File: src/rtl/exec_pkg.sv
// Shared opcode encodings, flag bit positions and FSM states for the execution stage.
package exec_pkg;

  localparam int unsigned OP_ADD = 0;
  localparam int unsigned OP_SUB = 1;
  localparam int unsigned OP_AND = 2;
  localparam int unsigned OP_OR  = 3;
  localparam int unsigned OP_XOR = 4;
  localparam int unsigned OP_NOT = 5;
  localparam int unsigned OP_SHL = 6;
  localparam int unsigned OP_SHR = 7;
  localparam int unsigned OP_MOV = 8;
  localparam int unsigned OP_CMP = 9;
  localparam int unsigned OP_MUL = 10;

  localparam int unsigned FLAG_C = 3;
  localparam int unsigned FLAG_V = 2;
  localparam int unsigned FLAG_N = 1;
  localparam int unsigned FLAG_Z = 0;
  localparam int unsigned FLAG_W = 4;

  typedef enum logic {
    IDLE    = 1'b0,
    MUL_RUN = 1'b1
  } state_t;

endpackage

File: src/rtl/seq_multiplier.sv
// Iterative unsigned shift-add multiplier: one partial-product step per cycle, WIDTH steps.
module seq_multiplier #(
  parameter int unsigned WIDTH = 8
) (
  input  logic               clk,
  input  logic               reset,
  input  logic               start,
  input  logic               abort,
  input  logic [WIDTH-1:0]   a,
  input  logic [WIDTH-1:0]   b,
  output logic               done_c,
  output logic [2*WIDTH-1:0] product_c
);

  localparam int unsigned CW = $clog2(WIDTH + 1);

  logic [CW-1:0]      cnt;
  logic [WIDTH-1:0]   mcand;
  logic [2*WIDTH-1:0] prod;
  logic [WIDTH-1:0]   addend;
  logic [WIDTH:0]     hi_sum;

  // Upper half accumulates, lower half holds the remaining multiplier bits; shift right each step.
  always_comb begin
    addend    = prod[0] ? mcand : '0;
    hi_sum    = {1'b0, prod[2*WIDTH-1:WIDTH]} + {1'b0, addend};
    product_c = {hi_sum, prod[WIDTH-1:1]};
    done_c    = (cnt == CW'(1));
  end

  always_ff @(posedge clk) begin
    if (reset || abort) begin
      cnt   <= '0;
      mcand <= '0;
      prod  <= '0;
    end else if (start) begin
      cnt   <= CW'(WIDTH);
      mcand <= a;
      prod  <= {{WIDTH{1'b0}}, b};
    end else if (cnt != '0) begin
      cnt   <= cnt - CW'(1);
      prod  <= product_c;
    end
  end

endmodule

File: src/rtl/exec_stage.sv
// Execution stage: single-cycle ALU plus iterative multiply, registered results under valid/ready.
module exec_stage
  import exec_pkg::*;
#(
  parameter int unsigned WIDTH = 8,
  parameter int unsigned OPW   = 5
) (
  input  logic              clk,
  input  logic              reset,
  input  logic              flush,
  input  logic              in_valid,
  output logic              in_ready,
  input  logic [WIDTH-1:0]  A,
  input  logic [WIDTH-1:0]  B,
  input  logic [WIDTH-1:0]  data_in,
  input  logic [OPW-1:0]    op_dec,
  output logic              out_valid,
  input  logic              out_ready,
  output logic [WIDTH-1:0]  ans_ex,
  output logic [FLAG_W-1:0] flag_ex,
  output logic [WIDTH-1:0]  DM_data,
  output logic [WIDTH-1:0]  data_out,
  output logic              busy
);

  localparam int unsigned MSB = WIDTH - 1;
  localparam int unsigned SHW = $clog2(WIDTH);

  state_t state, state_nxt;
  logic   accept, mul_start, mul_fin, is_mul;

  logic               mul_done_c;
  logic [2*WIDTH-1:0] mul_product_c;
  logic [WIDTH-1:0]   mul_lo, mul_hi;
  logic [WIDTH-1:0]   dm_pend, din_pend;

  logic [SHW-1:0]    shamt;
  logic [WIDTH:0]    sum_w, diff_w, shl_w, shr_w;
  logic [WIDTH-1:0]  alu_res, nz_src;
  logic [FLAG_W-1:0] alu_flags;
  logic              alu_upd, alu_c, alu_v;

  assign is_mul = (op_dec == OPW'(OP_MUL));
  assign shamt  = B[SHW-1:0];
  assign mul_lo = mul_product_c[WIDTH-1:0];
  assign mul_hi = mul_product_c[2*WIDTH-1:WIDTH];

  seq_multiplier #(.WIDTH(WIDTH)) u_mul (
    .clk       (clk),
    .reset     (reset),
    .start     (mul_start),
    .abort     (flush),
    .a         (A),
    .b         (B),
    .done_c    (mul_done_c),
    .product_c (mul_product_c)
  );

  always_ff @(posedge clk) begin
    if (reset) state <= IDLE;
    else       state <= state_nxt;
  end

  // Next state and handshake; a new input is taken only when the output slot is free or draining.
  always_comb begin
    state_nxt = state;
    in_ready  = 1'b0;
    accept    = 1'b0;
    mul_start = 1'b0;
    mul_fin   = 1'b0;
    case (state)
      IDLE: begin
        in_ready = (!out_valid || out_ready) && !reset && !flush;
        accept   = in_valid && in_ready;
        if (accept && is_mul) begin
          mul_start = 1'b1;
          state_nxt = MUL_RUN;
        end
      end
      MUL_RUN: begin
        if (mul_done_c) begin
          mul_fin   = !flush;
          state_nxt = IDLE;
        end
      end
      default: state_nxt = IDLE;
    endcase
    if (flush) state_nxt = IDLE;
  end

  // Combinational ALU; unknown opcodes pass A through and keep the current flags.
  always_comb begin
    sum_w     = {1'b0, A} + {1'b0, B};
    diff_w    = {1'b0, A} - {1'b0, B};
    shl_w     = {1'b0, A} << shamt;
    shr_w     = {A, 1'b0} >> shamt;
    alu_res   = A;
    nz_src    = A;
    alu_upd   = 1'b1;
    alu_c     = 1'b0;
    alu_v     = 1'b0;
    alu_flags = flag_ex;
    case (op_dec)
      OPW'(OP_ADD): begin
        alu_res = sum_w[WIDTH-1:0];
        alu_c   = sum_w[WIDTH];
        alu_v   = (A[MSB] == B[MSB]) && (sum_w[MSB] != A[MSB]);
      end
      OPW'(OP_SUB), OPW'(OP_CMP): begin
        alu_res = (op_dec == OPW'(OP_SUB)) ? diff_w[WIDTH-1:0] : A;
        alu_c   = diff_w[WIDTH];
        alu_v   = (A[MSB] != B[MSB]) && (diff_w[MSB] != A[MSB]);
      end
      OPW'(OP_AND): alu_res = A & B;
      OPW'(OP_OR):  alu_res = A | B;
      OPW'(OP_XOR): alu_res = A ^ B;
      OPW'(OP_NOT): alu_res = ~A;
      OPW'(OP_SHL): begin
        alu_res = shl_w[WIDTH-1:0];
        alu_c   = shl_w[WIDTH];
      end
      OPW'(OP_SHR): begin
        alu_res = shr_w[WIDTH:1];
        alu_c   = shr_w[0];
      end
      OPW'(OP_MOV): alu_res = B;
      default:      alu_upd = 1'b0;
    endcase
    nz_src = (op_dec == OPW'(OP_CMP)) ? diff_w[WIDTH-1:0] : alu_res;
    if (alu_upd) begin
      alu_flags[FLAG_C] = alu_c;
      alu_flags[FLAG_V] = alu_v;
      alu_flags[FLAG_N] = nz_src[MSB];
      alu_flags[FLAG_Z] = (nz_src == '0);
    end
  end

  // Output register; store/load data of a multiply wait in the pending regs until it completes.
  always_ff @(posedge clk) begin
    if (reset) begin
      out_valid <= 1'b0;
      busy      <= 1'b0;
      ans_ex    <= '0;
      flag_ex   <= '0;
      DM_data   <= '0;
      data_out  <= '0;
      dm_pend   <= '0;
      din_pend  <= '0;
    end else begin
      busy <= (state_nxt == MUL_RUN);
      if (flush) begin
        out_valid <= 1'b0;
      end else if (mul_fin) begin
        out_valid       <= 1'b1;
        ans_ex          <= mul_lo;
        flag_ex[FLAG_C] <= (mul_hi != '0);
        flag_ex[FLAG_V] <= 1'b0;
        flag_ex[FLAG_N] <= mul_lo[MSB];
        flag_ex[FLAG_Z] <= (mul_lo == '0);
        DM_data         <= dm_pend;
        data_out        <= din_pend;
      end else if (accept && !is_mul) begin
        out_valid <= 1'b1;
        ans_ex    <= alu_res;
        flag_ex   <= alu_flags;
        DM_data   <= B;
        data_out  <= data_in;
      end else if (out_valid && out_ready) begin
        out_valid <= 1'b0;
      end
      if (mul_start) begin
        dm_pend  <= B;
        din_pend <= data_in;
      end
    end
  end

endmodule

File: config.mk
export PLATFORM = sky130hd
export DESIGN_NAME = exec_stage
export DESIGN_NICKNAME = d
export VERILOG_FILES = /design/src/rtl/exec_pkg.sv /design/src/rtl/seq_multiplier.sv /design/src/rtl/exec_stage.sv
export SDC_FILE = /design/constraint.sdc
export NUM_CORES = 1
export LEC_CHECK = 0
export ABC_AREA = 1
export CORE_AREA = 2 2 110 112
export CTS_CLUSTER_DIAMETER = 30
export DETAILED_ROUTE_END_ITERATION = 6
export DIE_AREA = 0 0 112 114
export PLACE_DENSITY = 0.71
export SLEW_MARGIN = 25
export SYNTH_ARGS = -nofsm -noshare
export SYNTH_HDL_FRONTEND = slang
export SYNTH_SLANG_ARGS = --single-unit
File: constraint.sdc
create_clock -name clk -period 2.88 [get_ports clk]
set_input_delay 0.72 -clock clk [delete_from_list [all_inputs] [get_ports clk]]
set_output_delay 0.72 -clock clk [all_outputs]
set_load 0.03 [all_outputs]
# Word-level counts from Yosys, hierarchy flattened
# Cells that the tools add are included.
# totals
input_bits	34
elab_cells	100
out_inout_bits	31
regBits	74
# classes
addsub	4
n_bitwise	6
shift	2
eq_ne	15
mux	31
n_reduce_logical	29
# op_table
op	n
8-bit 2-to-1 mux	11
8-bit case mux with 9 select lines	1
5-bit by 3-bit equality test with 1-bit output, second input constant	4
4-bit 2-to-1 mux	5
8-bit by 8-bit adder with 9-bit output	2
8-bit logical NOT	2
5-bit by 4-bit equality test with 1-bit output, second input constant	3
1-bit 2-to-1 mux	11
5-bit by 2-bit equality test with 1-bit output, second input constant	2
10-bit OR reduction	1
8-bit by 3-bit left shift with 9-bit output	1
9-bit by 3-bit right shift with 9-bit output	1
8-bit by 8-bit subtractor with 9-bit output	1
8-bit AND	1
1-bit logical AND	8
8-bit inverter	1
8-bit bitwise OR	1
8-bit nonzero test	1
8-bit XOR	1
2-bit nonzero test	3
2-bit OR reduction	3
5-bit by 1-bit equality test with 1-bit output, second input constant	1
5-bit logical NOT	1
4-bit by 1-bit equality test with 1-bit output, second input constant	1
other kinds (12)	20

# Depth between registers and ports, before layout
# Gate-level depths: netlist of the first run.
# depth
depth_word	9
ltp_mapped	20

# Modules after synthesis
# A second synthesis of the first run with hierarchy kept.
# hier_totals
cells_unflattened	950
hier_area_um2	5838.1
# by_module_without_submodules
module	cells_per_inst	area_each_um2	seq_area_each_um2	instances
exec_stage	712	4070.2	920.9	1
seq_multiplier	238	1767.9	560.5	1

# Worst setup path after synthesis of the first run
# Ideal clock, no wire load.
# synth_path
path_type	input to register
start	in B[2]
end	reg flag_ex[0]
n_path_buf	2
setup_slack_ps	232
required_ps	2810
t_arrival_ps	2579
path_stages	19
path_cell_list	inv_1 -> clkbuf_1 -> ha_1 -> buf_2 -> inv_1 -> nand2_1 -> nand2_1 -> inv_1 -> nand2_1 -> nand2_1 -> nand3_1 -> nand3_1 -> nand2_1 -> nand4_1 -> nand2_1 -> nand2_1 -> nor2_1 -> nand4_1 -> a21oi_1
# synth_between
elab_chain_len	8
elab_cells_between_ends	14
classes_between	add/sub (2); shift (2); mux (6); bitwise (3); reduce/logical (1)
# synth_lines
item	line_no	text
start, declared	exec_stage.sv:14	input logic [WIDTH-1:0] B,
8-bit by 8-bit subtractor with 9-bit output	exec_stage.sv:94	diff_w = {1'b0, A} - {1'b0, B};
8-bit 2-to-1 mux	exec_stage.sv:110	alu_res = (op_dec == OPW'(OP_SUB)) ? diff_w[WIDTH-1:0] : A;
8-bit case mux with 9 select lines	exec_stage.sv:103	case (op_dec)
8-bit 2-to-1 mux (*)	exec_stage.sv:129	nz_src = (op_dec == OPW'(OP_CMP)) ? diff_w[WIDTH-1:0] : alu_res;
8-bit logical NOT (*)	exec_stage.sv:134	alu_flags[FLAG_Z] = (nz_src == '0);
4-bit 2-to-1 mux (*)	exec_stage.sv:130	if (alu_upd) begin
4-bit 2-to-1 mux (*)	exec_stage.sv:162	end else if (accept && !is_mul) begin
4-bit 2-to-1 mux (*)	exec_stage.sv:153	end else if (mul_fin) begin
end signal, assigned by index	exec_stage.sv:156	flag_ex[FLAG_C] <= (mul_hi != '0);
end signal, assigned by index	exec_stage.sv:158	flag_ex[FLAG_N] <= mul_lo[MSB];
end signal, assigned	exec_stage.sv:165	flag_ex <= alu_flags;
end, declared	exec_stage.sv:20	output logic [FLAG_W-1:0] flag_ex,
# Mark *: on every way between the ends. The rest lies on a longest branch, timed or not. The select of a mux whose other input is x is not followed.
# A chain may end at the register's enable or synchronous reset.

# Final worst setup path of the first run
# layout_path
start	in A[6]
end	reg flag_ex[0]
# layout_between
elab_chain_len	8
elab_cells_between_ends	15
classes_between	add/sub (2); shift (2); mux (6); bitwise (4); reduce/logical (1)
# layout_lines
item	line_no	text
start, declared	exec_stage.sv:13	input logic [WIDTH-1:0] A,
8-bit by 8-bit subtractor with 9-bit output	exec_stage.sv:94	
8-bit 2-to-1 mux	exec_stage.sv:110	
8-bit case mux with 9 select lines	exec_stage.sv:103	
8-bit 2-to-1 mux (*)	exec_stage.sv:129	
8-bit logical NOT (*)	exec_stage.sv:134	
4-bit 2-to-1 mux (*)	exec_stage.sv:130	
4-bit 2-to-1 mux (*)	exec_stage.sv:162	
4-bit 2-to-1 mux (*)	exec_stage.sv:153	
# Marked as above.

==> reports/metrics.csv, run 1 <==
metric;value;unit
outcome;complete, no violations;
final.setup.tns;0;ns
synth_cells;906;
diodes;0;
cts_sinks;74;
critPathKind;in2reg;
grt_pass1_vias;6267;
core.rowCount;40;
cts_tree;done;
ys_seq_area_share;26.18;%
hold_viol_final;0;
cts-htree-levels;3;
cap_violations;0;
timing.final.crit_share;93.76;%
r2r_cells;12;
grt_first_pass_wirelength;31.36;mm
via_per_inst;5.412;
ir_drop;900.8;µV
critPathMaxStageDelay;0.56;ns
tightestPinTransition;0.4044;ns
path_buf_inv;3;
clk_pin_slew;0.06;ns
yosysWarnings;0;
hp-start;dm_pend[3];
async_flop_share;0;%
dieArea;0.01277;mm²
fin_ws;0.1796;ns
r2r_end;flag_ex[3];
p_leak;3.750;nW
hp-class;reg2reg;
syn2layout_area_growth;36.57;%
critPathRequiredTime;3.14;ns
vias;6624;
whs;0.4697;ns
drtAntennaViolNets;0;
start_util;48.32;%
r2r_slack;0.38;ns
drt_first_pass_iters;6;
drtIter0Drc;629;
clock.fmax;0.3703;GHz
num_io_pins;65;
final_nets;1145;
cp_max_fo;5;
critPathLaunchType;input pin;
period_minus_slack;2.700;ns
worstHoldPathCells;2;
clk_latency;0.34;ns
setup.worst_path.end_class;register;
max-clock-path-buffers;2;
cts_buffers;9;
maxSlewHeadroom;73.01;%
cts-root-buf;clkbuf_16;
synth.net_count;979;
grt_overflow_total;0;
avgRoutedWirePerCell;15.98;µm
r2r_start;u_mul.prod[0];
synthDistinctLibCells;47;
die_h;114;µm
holdPathEnd;dm_pend[3];
crit_family;simple AND/OR/NAND/NOR gates;
synth_area;0.005659;mm²
antenna_found_initial;0;
crit_slowest_cell;clkdlybuf4s50_1;
gp_congestion;0.9940;
drc_errors;0;
grt_use_total;31.03;%
setup_viol;0;
synth_ff_type;dfxtp_1;
dpl_worst_slack;-0.2630;ns
grt_start_max_net_pins;28;
die_w;112;µm
p_per_area;472.2;mW/mm²
port_buffers;64;
hpwlAfterDp;15.24;mm
coreArea;0.01171;mm²
synth_seq_cells;74;
crit_chain;clkdlybuf4s50_1 -> inv_1 -> ha_1 -> inv_1 -> nand2_1 -> nand2_1 -> a21oi_1 -> nand2_1 -> nand2_1 -> nand3_1 -> nand2_1 -> nand4_1 -> nand2_1 -> nand2_1 -> nor2_1 -> nand4_1 -> a21oi_1;
arrival;2.97;ns
drt-total-wl;19.56;mm
fin_skew;0.008060;ns
dpl_cell_area;0.007274;mm²
final_cell_area;0.007729;mm²
syn_area_per_cell;6.246;µm²
rsz0062_at_grt;false;
synth_edf_count;0;
cpMostUsedCell;nand2_1;
drive_above_1_share;18.38;%
maxSlewViolCount;0;
==> placed cells by master, fill, tap and decap left out, drive strengths merged, types with 3 or more instances in the layout <==
cell / count
o21ai: 72
inv: 102
nand3: 84
buf: 128
xnor2: 5
a31oi: 19
and2: 3
clkinv: 3
nand3b: 3
a21oi: 59
clkdlybuf4s50: 59
ha: 36
dfxtp: 74
or2: 4
fa: 3
xor2: 5
o211ai: 4
bufinv: 3
nand2: 275
dlymetal6s2s: 4
clkbuf: 10
nor3: 5
nand4: 20
nor2: 82
==> cells by family after synthesis <==
| logic type | synth area share (%) |
|---|---|
| adder cells (fa/ha/maj) | 9.021 |
| AO/OA/AOI/OAI | 16.43 |
| buffers and inverters | 9.949 |
| AND/OR/NAND/NOR | 36.88 |
| flip-flops | 26.18 |
| XOR/XNOR | 1.548 |
==> synthesized netlist by cell type, types with 3 or more instances <==
cell type	number	area share [%]
xnor2_1	5	0.77
clkbuf_1	15	0.99
a21oi_1	58	5.1
nor2_4	3	0.60
nand4_1	20	2.2
nand2_1	269	18
o21ai_0	69	6.1
dfxtp_1	74	26
nor3_1	3	0.27
o211ai_1	4	0.53
and2_1	3	0.33
nor2_1	69	4.6
nor2_2	9	0.99
inv_2	11	0.73
or2_2	4	0.44
a31oi_1	19	2.1
fa_1	3	1.1
xor2_1	5	0.77
nand3b_1	3	0.40
inv_1	89	5.9
ha_1	36	8.0
nand2_2	4	0.44
nand3_1	84	7.4
buf_2	15	1.3
==> how the worst max path moves through the flow <==
stage	cells after the start	to	from	slack (ns)
floorplan	19	flag_ex[0]	B[2]	0.23
global placement	17	flag_ex[0]	A[0]	-0.21
detailed placement	15	flag_ex[0]	A[0]	-0.26
CTS	15	flag_ex[0]	A[0]	0.08
global route	18	flag_ex[0]	A[3]	0.003
finish	17	flag_ex[0]	A[6]	0.18
==> cell type report <==
| class | instances | area (µm²) |
|---|---|---|
| inverters | 102 | 385.4 |
| clock buffers | 10 | 239.0 |
| multi-input cells | 694 | 3696 |
| clock inverters | 6 | 112.6 |
| fillers | 1094 | 3983 |
| well taps | 147 | 183.9 |
| flip-flops and latches | 74 | 1481 |
| repair buffers | 191 | 1630 |
==> registers in the layout (all words and copies together), names as in the netlist <==
register,cells
u_mul.mcand,8
din_pend,8
busy,1
u_mul.cnt,4
data_out,8
out_valid,1
DM_data,8
dm_pend,8
flag_ex,4
u_mul.prod,16
ans_ex,8
==> worst register-to-register path, cell delays in order (launching register included) <==
cell and delay (ns):
dfxtp_1 0.35, nand2_1 0.09, inv_1 0.07, ha_1 0.17, inv_1 0.06, fa_1 0.44
o21ai_0 0.30, a21oi_1 0.12, o21ai_0 0.26, xor2_1 0.12, nor2_1 0.12, nand4_1 0.13
nor3b_1 0.16
==> metrics by stage <==
stage               total power, mW  util [%]  std cells
floorplan                     1.815         -        906
global placement              2.300     62.12       1207
detailed placement            2.310     62.12       1207
CTS                           3.625     65.12       1223
global route                  3.849     65.99       1224
finish                        3.649     65.99       1224
==> layer usage <==
layer / up-vias / wire, µm / global-route usage, % / part of all wire (%)
met5: - / 0 / 0 / 0
met4: 0 / 907 / 13.66 / 4.6
met3: 57 / 1341 / 5.313 / 6.9
met2: 243 / 8770 / 50.51 / 45
met1: 3017 / 8540 / 40.69 / 44
li1: 3307 / - / - / -
==> where the power goes <==
| part | internal [mW] | switching [mW] |
|---|---|---|
| Sequential | 1.09 | 0.0391 |
| Clock | 0.872 | 0.437 |
| Combinational | 0.492 | 0.720 |
| Total | 2.45 | 1.20 |
==> what timing repair did <==
item	in CTS	in global routing
endpoints found under the setup margin	0	2
buffers inserted	0	1
gates resized for setup	0	22
hold buffers	0	0
Note: power is estimated with default switching activity, not from simulation.
==> run 2, diff against run 1 <==
--- a/config.mk
+++ b/config.mk
@@ -10,6 +10,7 @@
 export CTS_CLUSTER_DIAMETER = 30
 export DETAILED_ROUTE_END_ITERATION = 6
 export DIE_AREA = 0 0 112 114
+export GPL_TIMING_DRIVEN = 0
 export PLACE_DENSITY = 0.71
 export SLEW_MARGIN = 25
 export SYNTH_ARGS = -nofsm -noshare
==> run 2 against run 1 <==
Fmax is 4.4% lower. Critical path depth is 7 lower. Clock power is 13% lower. Design area is 12% lower. Total power is 10% lower. First-iteration DRC count is 5.4% lower. Register-to-register slack worse by 0.09 ns. Largest cell class unchanged. Largest power group unchanged. Highest routed layer unchanged.
==> reports/metrics.csv, run 2 (synthesis gave the netlist of run 1 again) <==
metric;value;unit
critPathLaunchType;input pin;
port_buffers;62;
r2r_cells;12;
gp_congestion;0.9714;
final_nets;1052;
arrival;3.05;ns
largest_register_ffs;16;
die_h;114;µm
drt-total-wl;17.81;mm
crit_slowest_cell;a221oi_1;
avgRoutedWirePerCell;15.74;µm
critPathMaxStageDelay;0.53;ns
cts_sinks;74;
outcome;complete, no violations;
grt_pass1_vias;5676;
vias;6190;
rsz0062_at_grt;true;
setup.worst_path.end_class;register;
core.rowCount;40;
hold_viol_final;0;
final_cell_mix;nand2_1 (269), inv_1 (85), nand3_1 (83);
p_leak;3.216;nW
hp-class;reg2reg;
die_w;112;µm
place_inst;1115;
path_buf_inv;2;
num_io_pins;65;
setup_viol;0;
r2r_start;u_mul.prod[0];
tightestPinTransition;0.6146;ns
hold_buffers;0;
antenna_found_initial;0;
via_per_inst;5.473;
crit_chain;dlygate4sd2_1 -> buf_2 -> nand2_1 -> nand2_1 -> o21ai_0 -> o21ai_0 -> a221oi_1 -> o311ai_2 -> nor2_1 -> nor3b_1;
cts_tree;done;
cts_buffers;9;
max-clock-path-buffers;2;
cap_violations;0;
cts-htree-levels;3;
grt_overflow_total;0;
final_cell_area;0.006814;mm²
r2r_slack;0.29;ns
fin_skew;0.01149;ns
maxSlewHeadroom;59.03;%
grt_use_total;27.87;%
diodes;0;
p_per_area;481.7;mW/mm²
drive_above_1_share;10.26;%
dieArea;0.01277;mm²
cts-root-buf;clkbuf_16;
coreArea;0.01171;mm²
hp-start;dm_pend[4];
drt_first_pass_iters;5;
critPathKind;in2reg;
largest_register;u_mul.prod;
crit_family;compound AO/OA/AOI/OAI gates;
hpwlAfterDp;13.73;mm
worstHoldPathCells;2;
critPathRequiredTime;3.11;ns
r2r_end;flag_ex[3];
ir_drop;397.7;µV
drtAntennaViolNets;0;
dpl_cell_area;0.006464;mm²
maxSlewViolCount;0;
final_common_cell;nand2_1;
whs;0.4634;ns
start_util;48.32;%
fill_cells;1170;
clock.fmax;0.3539;GHz
clk_pin_slew;0.06;ns
timing.final.crit_share;98.10;%
grt_first_pass_wirelength;28.60;mm
instances_no_fill;1131;
syn2layout_area_growth;20.41;%
drtIter0Drc;595;
period_minus_slack;2.825;ns
clk_latency;0.34;ns
cp_max_fo;10;
grt_start_max_net_pins;14;
holdPathEnd;dm_pend[4];
drc_errors;0;
-- run 2: cell count changes in the layout (fill, tap and decap cells not counted), moves of 3 or more --
cell,delta
clkbuf_1,+13
ha_4,-5
buf_2,+13
dlygate4sd2_1,+3
buf_4,-120
clkinvlp_4,+3
clkdlybuf4s50_1,-14
ha_1,+5
clkbuf_2,+5
clkdlybuf4s15_2,+4
-- run 2: per-stage QoR --
step / power [mW] / util (%) / TNS, ns / setup WS, ns
after floorplan: 1.815 / - / 0 / 0.2317
after global placement: 2.123 / 55.19 / -10.43 / -0.9002
after detailed placement: 2.129 / 55.19 / -11.45 / -0.8810
after CTS: 3.264 / 58.06 / 0 / 0.01160
after global routing: 3.452 / 58.18 / -0.02603 / -0.02603
final: 3.282 / 58.18 / 0 / 0.05472
-- run 2: worst max-delay path by stage --
stage,cells past startpoint,slack [ns],end,start
6_report,10,0.05,flag_ex[3],B[0]
5_1_grt,16,-0.03,flag_ex[0],B[3]
4_1_cts,15,0.01,flag_ex[0],A[0]
3_5_place_dp,16,-0.88,flag_ex[0],B[2]
3_3_place_gp,16,-0.90,flag_ex[0],B[2]
2_1_floorplan,19,0.23,flag_ex[0],B[2]
-- run 2: report_power, final --
| part | switching (mW) | internal [mW] |
|---|---|---|
| logic | 0.680 | 0.331 |
| registers | 0.0385 | 1.09 |
| clock network | 0.450 | 0.694 |
-- run 2: final cells by class --
cell class / instances / area (µm²) / share of cell area (%)
Buffer: 34 / 181.4 / 2.663
Clock buffer: 10 / 239.0 / 3.507
Clock inverter: 6 / 63.81 / 0.9365
Inverter: 102 / 390.4 / 5.729
Multi-Input combinational cell: 694 / 3655 / 53.64
Sequential cell: 74 / 1481 / 21.74
Tap cell: 147 / 183.9 / 2.699
Timing Repair Buffer: 64 / 619.3 / 9.089
-- run 2: repair_timing --
action	CTS	global route
setup endpoints to repair	11	15
setup buffers	1	1
resized for setup	35	25
pin swaps	0	1
-- run 2: tightest hold or removal path: stages (launching register included) --
cell,delay (ns)
dfxtp_1,0.30
nand2_1,0.06
a21oi_1,0.05
-- run 2: routing by layer --
layer	vias to the layer above	GRT usage (%)	part of all wire [%]	wire length, µm
met4	0	9.431	2.5	441
met1	2796	37.18	46	8137
met3	36	5.260	6.5	1164
li1	3120	-	-	-
met2	238	45.62	45	8064
met5	-	0	0	0
